`config.mk`:
```
export PLATFORM = sky130hd
export DESIGN_NAME = fft_frame_sequencer
export DESIGN_NICKNAME = d
export VERILOG_FILES = /design/src/rtl/fft_frame_sequencer.sv
export SDC_FILE = /design/constraint.sdc
export NUM_CORES = 1
export LEC_CHECK = 0
export BUFFER_PORTS_ARGS = -buffer_cell sky130_fd_sc_hd__buf_2
export CORE_ASPECT_RATIO = 1.5
export CORE_MARGIN = 2
export CORE_UTILIZATION = 60
export CTS_BUF_LIST = sky130_fd_sc_hd__clkbuf_4 sky130_fd_sc_hd__clkbuf_8
export CTS_CLUSTER_SIZE = 28
export DETAILED_ROUTE_END_ITERATION = 6
export PLACE_DENSITY = 0.89
export SLEW_MARGIN = 20
export SYNTH_ARGS = -nofsm -noshare
export SYNTH_HDL_FRONTEND = slang
export SYNTH_SLANG_ARGS = --single-unit
```
`constraint.sdc`:
```
create_clock -name clk_in -period 7.8 [get_ports clk_in]
set_clock_uncertainty 0.05 [all_clocks]
set_input_delay 1.56 -clock clk_in [delete_from_list [all_inputs] [get_ports clk_in]]
set_output_delay 1.56 -clock clk_in [all_outputs]
set_load 0.02 [all_outputs]
```
`src/rtl/fft_frame_sequencer.sv`:
```
// Frame sequencer between the mic deserialiser and a 512-point FFT core.
// After reset it sends one config word to the core. Mic samples are then
// buffered in a small first-word-fall-through FIFO and streamed out as AXI-S
// frames of FRAME_LEN beats, with tlast on the final beat of each frame.
module fft_frame_sequencer #(
  parameter int unsigned FRAME_LEN  = 512,
  parameter int unsigned SAMPLE_W   = 16,
  parameter int unsigned FIFO_DEPTH = 8,
  parameter logic [15:0] CFG_WORD   = 16'h0001
) (
  input  logic                clk_in,
  input  logic                rst_in,
  input  logic                enable_in,
  input  logic [SAMPLE_W-1:0] sample_in,
  input  logic                sample_valid_in,
  output logic [15:0]         cfg_tdata_out,
  output logic                cfg_tvalid_out,
  input  logic                cfg_tready_in,
  output logic [31:0]         fft_tdata_out,
  output logic                fft_tvalid_out,
  output logic                fft_tlast_out,
  input  logic                fft_tready_in,
  output logic [15:0]         frame_count_out,
  output logic                overflow_out,
  output logic                busy_out
);

  localparam int unsigned CntW = $clog2(FRAME_LEN);
  localparam int unsigned PtrW = $clog2(FIFO_DEPTH);
  localparam int unsigned OccW = PtrW + 1;

  localparam logic [CntW-1:0] LastIdx = CntW'(FRAME_LEN - 1);
  localparam logic [OccW-1:0] FullOcc = OccW'(FIFO_DEPTH);

  typedef enum logic [1:0] {
    StCfg,
    StIdle,
    StRun,
    StDrain
  } state_e;

  state_e          state_q, state_d;
  logic            cfg_valid_q, cfg_valid_d;
  logic [CntW-1:0] in_cnt_q, in_cnt_d;
  logic [CntW-1:0] out_cnt_q, out_cnt_d;
  logic [15:0]     frame_cnt_q, frame_cnt_d;
  logic            overflow_q, overflow_d;
  logic [PtrW-1:0] wr_ptr_q, wr_ptr_d;
  logic [PtrW-1:0] rd_ptr_q, rd_ptr_d;
  logic [OccW-1:0] occ_q, occ_d;
  logic [15:0]     mem_q [FIFO_DEPTH];

  logic [15:0] sample16;
  logic        fifo_empty;
  logic        fifo_full;
  logic        push_req;
  logic        push;
  logic        pop;
  logic        cfg_hs;

  // Fit the sample into the 16-bit real field: sign-extend narrow, truncate wide.
  if (SAMPLE_W >= 16) begin : g_trunc
    assign sample16 = sample_in[15:0];
  end else begin : g_sext
    assign sample16 = {{(16 - SAMPLE_W){sample_in[SAMPLE_W-1]}}, sample_in};
  end

  // FIFO handshake decode; a pop frees a slot for a push in the same cycle.
  always_comb begin
    fifo_empty = (occ_q == '0);
    fifo_full  = (occ_q == FullOcc);
    pop        = !fifo_empty && fft_tready_in;
    push_req   = sample_valid_in && (state_q == StRun);
    push       = push_req && (!fifo_full || pop);
    cfg_hs     = cfg_valid_q && cfg_tready_in;
  end

  // Next-state for the sequencing FSM and the input-side frame counter.
  always_comb begin
    state_d  = state_q;
    in_cnt_d = in_cnt_q;
    case (state_q)
      StCfg: begin
        if (cfg_hs) state_d = StIdle;
      end
      StIdle: begin
        in_cnt_d = '0;
        if (enable_in) state_d = StRun;
      end
      StRun: begin
        if (push) begin
          if (in_cnt_q == LastIdx) begin
            in_cnt_d = '0;
            // enable is only sampled at the frame boundary
            if (!enable_in) state_d = StDrain;
          end else begin
            in_cnt_d = in_cnt_q + CntW'(1);
          end
        end
      end
      StDrain: begin
        if (fifo_empty && (out_cnt_q == '0)) state_d = StIdle;
      end
      default: state_d = StCfg;
    endcase
    // Registered config valid: stays low while in reset, high for the whole of StCfg.
    cfg_valid_d = (state_d == StCfg);
  end

  // Next-state for FIFO pointers, output beat counter and status.
  always_comb begin
    wr_ptr_d    = wr_ptr_q;
    rd_ptr_d    = rd_ptr_q;
    occ_d       = occ_q;
    out_cnt_d   = out_cnt_q;
    frame_cnt_d = frame_cnt_q;
    overflow_d  = overflow_q || (push_req && !push);
    if (push) wr_ptr_d = wr_ptr_q + PtrW'(1);
    if (pop) begin
      rd_ptr_d = rd_ptr_q + PtrW'(1);
      if (out_cnt_q == LastIdx) begin
        out_cnt_d   = '0;
        frame_cnt_d = frame_cnt_q + 16'd1;
      end else begin
        out_cnt_d = out_cnt_q + CntW'(1);
      end
    end
    case ({push, pop})
      2'b10:   occ_d = occ_q + OccW'(1);
      2'b01:   occ_d = occ_q - OccW'(1);
      default: occ_d = occ_q;
    endcase
  end

  // State and control registers.
  always_ff @(posedge clk_in or negedge rst_in) begin
    if (!rst_in) begin
      state_q     <= StCfg;
      cfg_valid_q <= 1'b0;
      in_cnt_q    <= '0;
      out_cnt_q   <= '0;
      frame_cnt_q <= '0;
      overflow_q  <= 1'b0;
      wr_ptr_q    <= '0;
      rd_ptr_q    <= '0;
      occ_q       <= '0;
    end else begin
      state_q     <= state_d;
      cfg_valid_q <= cfg_valid_d;
      in_cnt_q    <= in_cnt_d;
      out_cnt_q   <= out_cnt_d;
      frame_cnt_q <= frame_cnt_d;
      overflow_q  <= overflow_d;
      wr_ptr_q    <= wr_ptr_d;
      rd_ptr_q    <= rd_ptr_d;
      occ_q       <= occ_d;
    end
  end

  // Sample storage; contents are don't-care while empty, so no reset.
  always_ff @(posedge clk_in) begin
    if (push) mem_q[wr_ptr_q] <= sample16;
  end

  // Outputs; data is forced to zero whenever no beat is offered.
  always_comb begin
    cfg_tdata_out   = CFG_WORD;
    cfg_tvalid_out  = cfg_valid_q;
    fft_tvalid_out  = !fifo_empty;
    fft_tdata_out   = fifo_empty ? 32'h0 : {16'h0, mem_q[rd_ptr_q]};
    fft_tlast_out   = !fifo_empty && (out_cnt_q == LastIdx);
    frame_count_out = frame_cnt_q;
    overflow_out    = overflow_q;
    busy_out        = (state_q == StRun) || (state_q == StDrain);
  end

endmodule

```
==> flow_summary.toml, run 1 <==
[outcome]
status = "finished clean"

[grt]
grt_pass1_vias = 4453
grtUsageTotal_pct = 21.9
antenna_found_initial = 0
grt_max_degree = 49
grt_overflow = 0
grt_pass1_wl_um = 23100

[floorplan]
pin_count = 91
core-area_um2 = 12500
dieArea_um2 = 13800
start_util_pct = 61.7
die_h_um = 143
row_count = 50
die-width_um = 96.6

[yosys]
ys_seq_area_share_pct = 65.3
synth_cell_types = 58
syn_area_um2 = 7720
synth_edf_count = 128
yosysWarnings = 0
ys.flop_type = "edfxtp_1"
synthArstFlopShare_pct = 27.3
avgSynthCellArea_um2 = 15.5
ys_seq_elements = 176
synth_cells = 497

[final_layout]
n_antenna_cell = 0
fillers = 816
drive_gt1_share_pct = 26.7
multi_input_area_um2 = 2460
mostFrequentLayoutCells = "edfxtp_1, buf_2, dfrtp_1, mux4_2, conb_1"
final_common_cell = "edfxtp_1"
regArea_um2 = 5050
final_nets = 594
syn2layout_area_growth_pct = 9.64

[placement]
post-dp-hpwl_um = 9300
place_ws_ps = 4160
finalWeightedCongestion = 0.795
portBuffers = 58

[setup_path]
start_kind = "flop"
reg2reg_depth = 8
reg2reg_from = "occ_q[0]"
regToRegSetupSlack_ps = 5090
crit_path_max_fanout = 34
r2r_end = "occ_q[3]"
crit_type = "flop to output port"
worst_setup_path_end_kind = "output port"
worst_ep_arrival_time_ps = 2400
worstPathRequired_ps = 6190

[clocking]
cts_hold_buf = 0
cts_resized = 0
clk_latency_ps = 450
cts.sinks = 176
clk_pin_slew_ps = 90
post-cts-setup-buffers = 0
h-tree-depth = 4
cts_tree = "built"
clockBufferDepth = 2
cts_buffers = 17
ctsRootBufferMaster = "clkbuf_8"

[power_and_ir_drop]
p_per_area_nw_per_um2 = 337
finalPower_mw = 2.85
p_comb_share_pct = 34.2
p_seq_share_pct = 45.4
leakagePower_nw = 3.26
vdd_drop_max_v = 0.000271
switching_share_pct = 36.9
pwr-share-clk_pct = 20.4
intPower_mw = 1.80
p_sw_mw = 1.05

[route]
via_count = 4378
wl_um = 14300
drt-initial-drc-count = 274
dr.pass1.iters = 6
detail_route.wl_per_cell_um = 19.7
drc = 0
vias_per_cell = 6.01
drtAntennaViolNets = 0

[timing]
slew_violations = 0
finalWorstSetupSlack_ps = 3790
rsz0062_at_grt = "no"
min_period_ps = 4010
fin_crit_sh_pct = 51.4
worstMarginPinSlew_ps = 1090
timing.fmax_mhz = 249
setup-violations-final = 0
tns_ps = 0
finalHoldViolCount = 0
relSlewSlack_pct = 27.3

[job]
maxCapViolations = 0

[hold_path]
min-delay-start = "overflow_out"
whs_path_depth = 1
hold_path.class = "flop to flop"
hold_path_end = "overflow_out"
-- worst max-delay path by stage --
| stage | from | end |
|---|---|---|
| 2_1_floorplan | sample_valid_in | mem_q[0][0] |
| 3_3_place_gp | rd_ptr_q[0] | fft_tdata_out[1] |
| 3_5_place_dp | fft_tready_in | occ_q[3] |
| 4_1_cts | rd_ptr_q[0] | fft_tdata_out[2] |
| 5_1_grt | rd_ptr_q[0] | fft_tdata_out[2] |
| 6_report | rd_ptr_q[0] | fft_tdata_out[2] |
-- worst max-delay path: stages (launching register included) --
cell and delay (ps):
dfrtp_2 350, buf_4 540, mux4_2 590, mux2i_1 220
nor2_1 90, buf_2 170
-- power by group through the flow --
stage,sequential [mW],clock [mW],combinational (mW)
global placement,1.30,0,0.942
detailed placement,1.31,0,0.979
finish,1.29,0.582,0.975
floorplan,1.24,0,0.778
global route,1.31,0.632,1.05
CTS,1.29,0.595,0.989
-- layer usage --
| layer | part of all wire, % | global-route usage, % | vias up | wire length [um] |
|---|---|---|---|---|
| li1 | - | - | 1971 | - |
| met1 | 36 | 25.2 | 2217 | 5190 |
| met2 | 56 | 39.3 | 166 | 8040 |
| met3 | 5.7 | 5.63 | 24 | 816 |
| met4 | 2.0 | 8.38 | 0 | 281 |
| met5 | 0 | 0 | - | 0 |
-- cells in the mapped netlist (2+ instances only) --
cell type	n	area [um2]
buf_4	33	248
conb_1	2	7.51
mux2i_1	17	170
buf_6	2	22.5
nor4_1	2	12.5
a21o_1	2	15.0
xor2_1	5	43.8
nand3_1	18	90.1
nand4_1	8	50.1
a21oi_1	5	25.0
mux2_2	3	33.8
a31oi_1	3	18.8
o22ai_1	2	12.5
nand2_1	30	113
and4_1	5	43.8
nand2b_1	4	25.0
mux4_2	32	721
nor2b_1	4	25.0
nor3_2	2	20.0
and3_1	5	31.3
ha_1	10	125
dfrtp_1	48	1200
and2_1	4	25.0
o31ai_1	3	22.5
edfxtp_1	128	3840
xnor2_1	16	140
buf_2	7	35.0
o21ai_0	14	70.1
inv_1	5	18.8
nor3_1	8	40.0
nor2_1	31	116
a22o_1	6	52.6
clkbuf_1	8	30.0
-- cells by family (layout without fill, tap and decap cells) --
kind of cell               after synthesis  after routing  share of synthesized area, %
xor gates and xnor gates                21             21                          2.38
and+or+nand+nor                        129            129                          8.99
muxes                                   53             53                          12.2
other                                    2             32                        0.0972
adders and majority gates               11             11                          1.88
DFF                                    176            176                          65.3
buffers and inverters                   59            105                          4.83
AOI/OAI and AO/OA                       46             46                          4.36
-- state kept, by name, summed over array words and instances (netlist names) --
register	cells
cfg_tvalid_out	1
frame_count_out	16
in_cnt_q	9
mem_q	128
occ_q	4
out_cnt_q	9
overflow_out	1
rd_ptr_q	3
state_q	2
wr_ptr_q	3
-- metrics by stage --
step	util (%)	area (um2)	cells	hold WS, ps
after global routing	67.7	8470	729	441
after detailed placement	64.7	8090	698	405
final	67.7	8470	729	423
after global placement	64.7	8090	698	409
after CTS	67.7	8470	729	427
after floorplan	-	7840	527	410
-- final cells by class --
| type | instances | share of cell area [%] |
|---|---|---|
| clock inverter | 14 | 1.65 |
| inverter | 7 | 0.340 |
| sequential | 176 | 59.6 |
| tap | 156 | 2.30 |
| multi-input combinational | 292 | 29.1 |
| clock buffer | 17 | 2.76 |
| timing repair buffer | 67 | 4.25 |
Note: power is estimated with default switching activity, not from simulation.
==> run 2: changes to the inputs <==
--- a/config.mk
+++ b/config.mk
@@ -5,14 +5,15 @@
 export SDC_FILE = /design/constraint.sdc
 export NUM_CORES = 1
 export LEC_CHECK = 0
+export ABC_AREA = 1
 export BUFFER_PORTS_ARGS = -buffer_cell sky130_fd_sc_hd__buf_2
 export CORE_ASPECT_RATIO = 1.5
 export CORE_MARGIN = 2
-export CORE_UTILIZATION = 60
+export CORE_UTILIZATION = 55
 export CTS_BUF_LIST = sky130_fd_sc_hd__clkbuf_4 sky130_fd_sc_hd__clkbuf_8
 export CTS_CLUSTER_SIZE = 28
 export DETAILED_ROUTE_END_ITERATION = 6
-export PLACE_DENSITY = 0.89
+export PLACE_DENSITY = 0.86
 export SLEW_MARGIN = 20
 export SYNTH_ARGS = -nofsm -noshare
 export SYNTH_HDL_FRONTEND = slang
==> constraint.sdc (replaced) <==
create_clock -name clk_in -period 3.55 [get_ports clk_in]
set_clock_uncertainty 0.05 [all_clocks]
set_input_delay 0.71 -clock clk_in [delete_from_list [all_inputs] [get_ports clk_in]]
set_output_delay 0.71 -clock clk_in [all_outputs]
set_load 0.02 [all_outputs]
==> run 2 against run 1 <==
First-iteration DRC count fell by 9.1%. Flip-flop and latch count unchanged. Core utilization shrank 7.1 points. Critical endpoint is now fft_tdata_out[14]. Critical path depth is 1 higher.
==> flow_summary.toml, run 2 <==
[setup_path]
crit_buf_inv = 2
cp_cell_sequence = "buf_4, o21ai_0, o21ai_1, nor2_1, nor2_1, buf_2"
cpMostUsedCell = "nor2_1"
startpoint = "rd_ptr_q[1]"
r2r_end = "occ_q[3]"
crit_path_max_fanout = 38
worstPathRequired_ps = 2790
regToRegSetupSlack_ps = 1180
crit_cells = 6
cpPeakStageDelay_ps = 780
crit_slowest_cell = "dfrtp_2"
reg2reg_depth = 12
path_delay_family = "flip-flops"
reg2reg_from = "occ_q[0]"
start_kind = "flop"
worst_ep_arrival_time_ps = 2370
worst_setup_path_end_kind = "output port"
critPathCapture = "fft_tdata_out[14]"
crit_type = "flop to output port"

[clocking]
cts.sinks = 176
cts_hold_buf = 0
cts_tree = "built"
clk_latency_ps = 440
ctsRootBufferMaster = "clkbuf_8"
post-cts-setup-buffers = 0
clk_pin_slew_ps = 90
cts_buffers = 17
cts_resized = 0
h-tree-depth = 4
clockBufferDepth = 2

[timing]
rsz0062_at_grt = "no"
relSlewSlack_pct = 56.6
worstMarginPinSlew_ps = 651
fin_crit_sh_pct = 88.2
finalWorstSetupSlack_ps = 420
timing.fmax_mhz = 319
slew_violations = 0
min_period_ps = 3130
finalHoldViolCount = 0
setup-violations-final = 0
tns_ps = 0

[final_layout]
final_nets = 884
mostFrequentLayoutCells = "nor2_1, edfxtp_1, nand2_1, o21ai_0, buf_2"
regMostFlops = "mem_q"
largest_reg_flops = 128
fin_area_um2 = 8760
multi_input_area_um2 = 2510
final_cells = 1062
final_common_cell = "nor2_1"
regArea_um2 = 5050
syn2layout_area_growth_pct = 8.49
drive_gt1_share_pct = 13.7
fillers = 1172

[route]
highest_layer = "met4"
dr.pass1.iters = 7
dr_wl_met2_um = 8420
vias_per_cell = 5.24
detail_route.wl_per_cell_um = 14.5
met3_length_um = 870
wl_um = 15400
via_count = 5569
drtAntennaViolNets = 0
drc = 0
drt-initial-drc-count = 249
drt-met1-wl_um = 5880

[placement]
place_inst = 1028
place_ws_ps = 972
finalWeightedCongestion = 0.818
portBuffers = 58
post-dp-hpwl_um = 10200
dpl_cell_area_um2 = 8410

[power_and_ir_drop]
p_sw_mw = 2.32
switching_share_pct = 39.5
intPower_mw = 3.55
p_comb_share_pct = 35.9
vdd_drop_max_v = 0.000371
p_seq_share_pct = 43.9
leakagePower_nw = 3.59
p_per_area_nw_per_um2 = 670
pwr-share-clk_pct = 20.3
finalPower_mw = 5.87

[yosys]
synth_common_cells = "nor2_1, edfxtp_1, nand2_1, o21ai_0, inv_1"
synthTopCellsByArea = "edfxtp_1, dfrtp_1, nor2_1"
synth_edf_count = 128
avgSynthCellArea_um2 = 10.2
synth.most_common_cell = "nor2_1"
synth_cell_types = 34
ys_seq_elements = 176
ys.flop_type = "edfxtp_1"
synthArstFlopShare_pct = 27.3
yosysTopAreaCellShare_pct = 47.6
synth_cells = 795
syn_area_um2 = 8080
ys_seq_area_share_pct = 62.5
yosysWarnings = 0
yosys.area.top_type = "edfxtp_1"

[floorplan]
core-area_um2 = 14500
die-width_um = 103
row_count = 54
dieArea_um2 = 15700
start_util_pct = 55.8
pin_count = 91
die_h_um = 152

[grt]
grt_overflow = 0
grt_pass1_wl_um = 25300
grt_max_degree = 66
antenna_found_initial = 1
grtUsageTotal_pct = 20.9
grt_pass1_vias = 5402

[hold_path]
hold_path.class = "input pin to asynchronous set/reset pin"

[outcome]
status = "finished clean"

[job]
maxCapViolations = 0
## run 2: cell families (layout without fill, tap and decap cells)
group           count (synthesis)  after routing  synth area share, %
buf+inv                       119            158                 7.81
fa+ha+maj                      11             11                 1.80
xor+xnor                       15             15                 1.63
other cells                     2             34               0.0930
compound gates                123            123                 8.21
simple gates                  349            349                 18.0
flops                         176            176                 62.5
## run 2: layer usage
| layer | up-vias | GRT usage, % |
|---|---|---|
| met5 | - | 0 |
| met4 | 0 | 7.96 |
| met3 | 22 | 4.68 |
| met2 | 176 | 36.3 |
| met1 | 2663 | 24.8 |
| li1 | 2708 | - |
## run 2: worst min path at each step
stage                          endpoint    startpoint  slack, ps
floorplan                cfg_tvalid_out        rst_in        360
global placement            in_cnt_q[8]   in_cnt_q[8]        410
detailed placement         overflow_out  overflow_out        420
CTS                 frame_count_out[13]        rst_in        190
global route        frame_count_out[15]        rst_in        200
finish              frame_count_out[13]        rst_in        180
## run 2: worst register-to-register path, delay by kind of cell, from the launching register on
kind / cells / cell delay, ps
adders and majority gates: 1 / 350
buffers and inverters: 2 / 130
DFF: 1 / 450
and+or+nand+nor: 9 / 1310
## run 2: stage by stage
step,hold slack [ps],utilization [%]
2_1_floorplan,364,-
3_3_place_gp,412,58.2
3_5_place_dp,415,58.2
4_1_cts,189,60.6
5_1_grt,198,60.6
6_report,180,60.6
## run 2: area by class of cell
cell class                 instances  share of cell area (%)
inverter                          55                    2.36
sequential                       176                    57.6
clock inverter                    15                    1.26
antenna                            2                  0.0571
clock buffer                      17                    2.67
multi-input combinational        530                    28.7
tap                              196                    2.80
timing repair buffer              71                    4.57
## run 2: power by group through the flow
| stage | registers, mW | clock network [mW] | logic, mW |
|---|---|---|---|
| after CTS | 2.57 | 1.22 | 2.12 |
| after floorplan | 2.51 | 0 | 1.70 |
| after global placement | 2.61 | 0 | 2.05 |
| after global routing | 2.60 | 1.30 | 2.36 |
| final | 2.57 | 1.19 | 2.10 |
| after detailed placement | 2.62 | 0 | 2.12 |
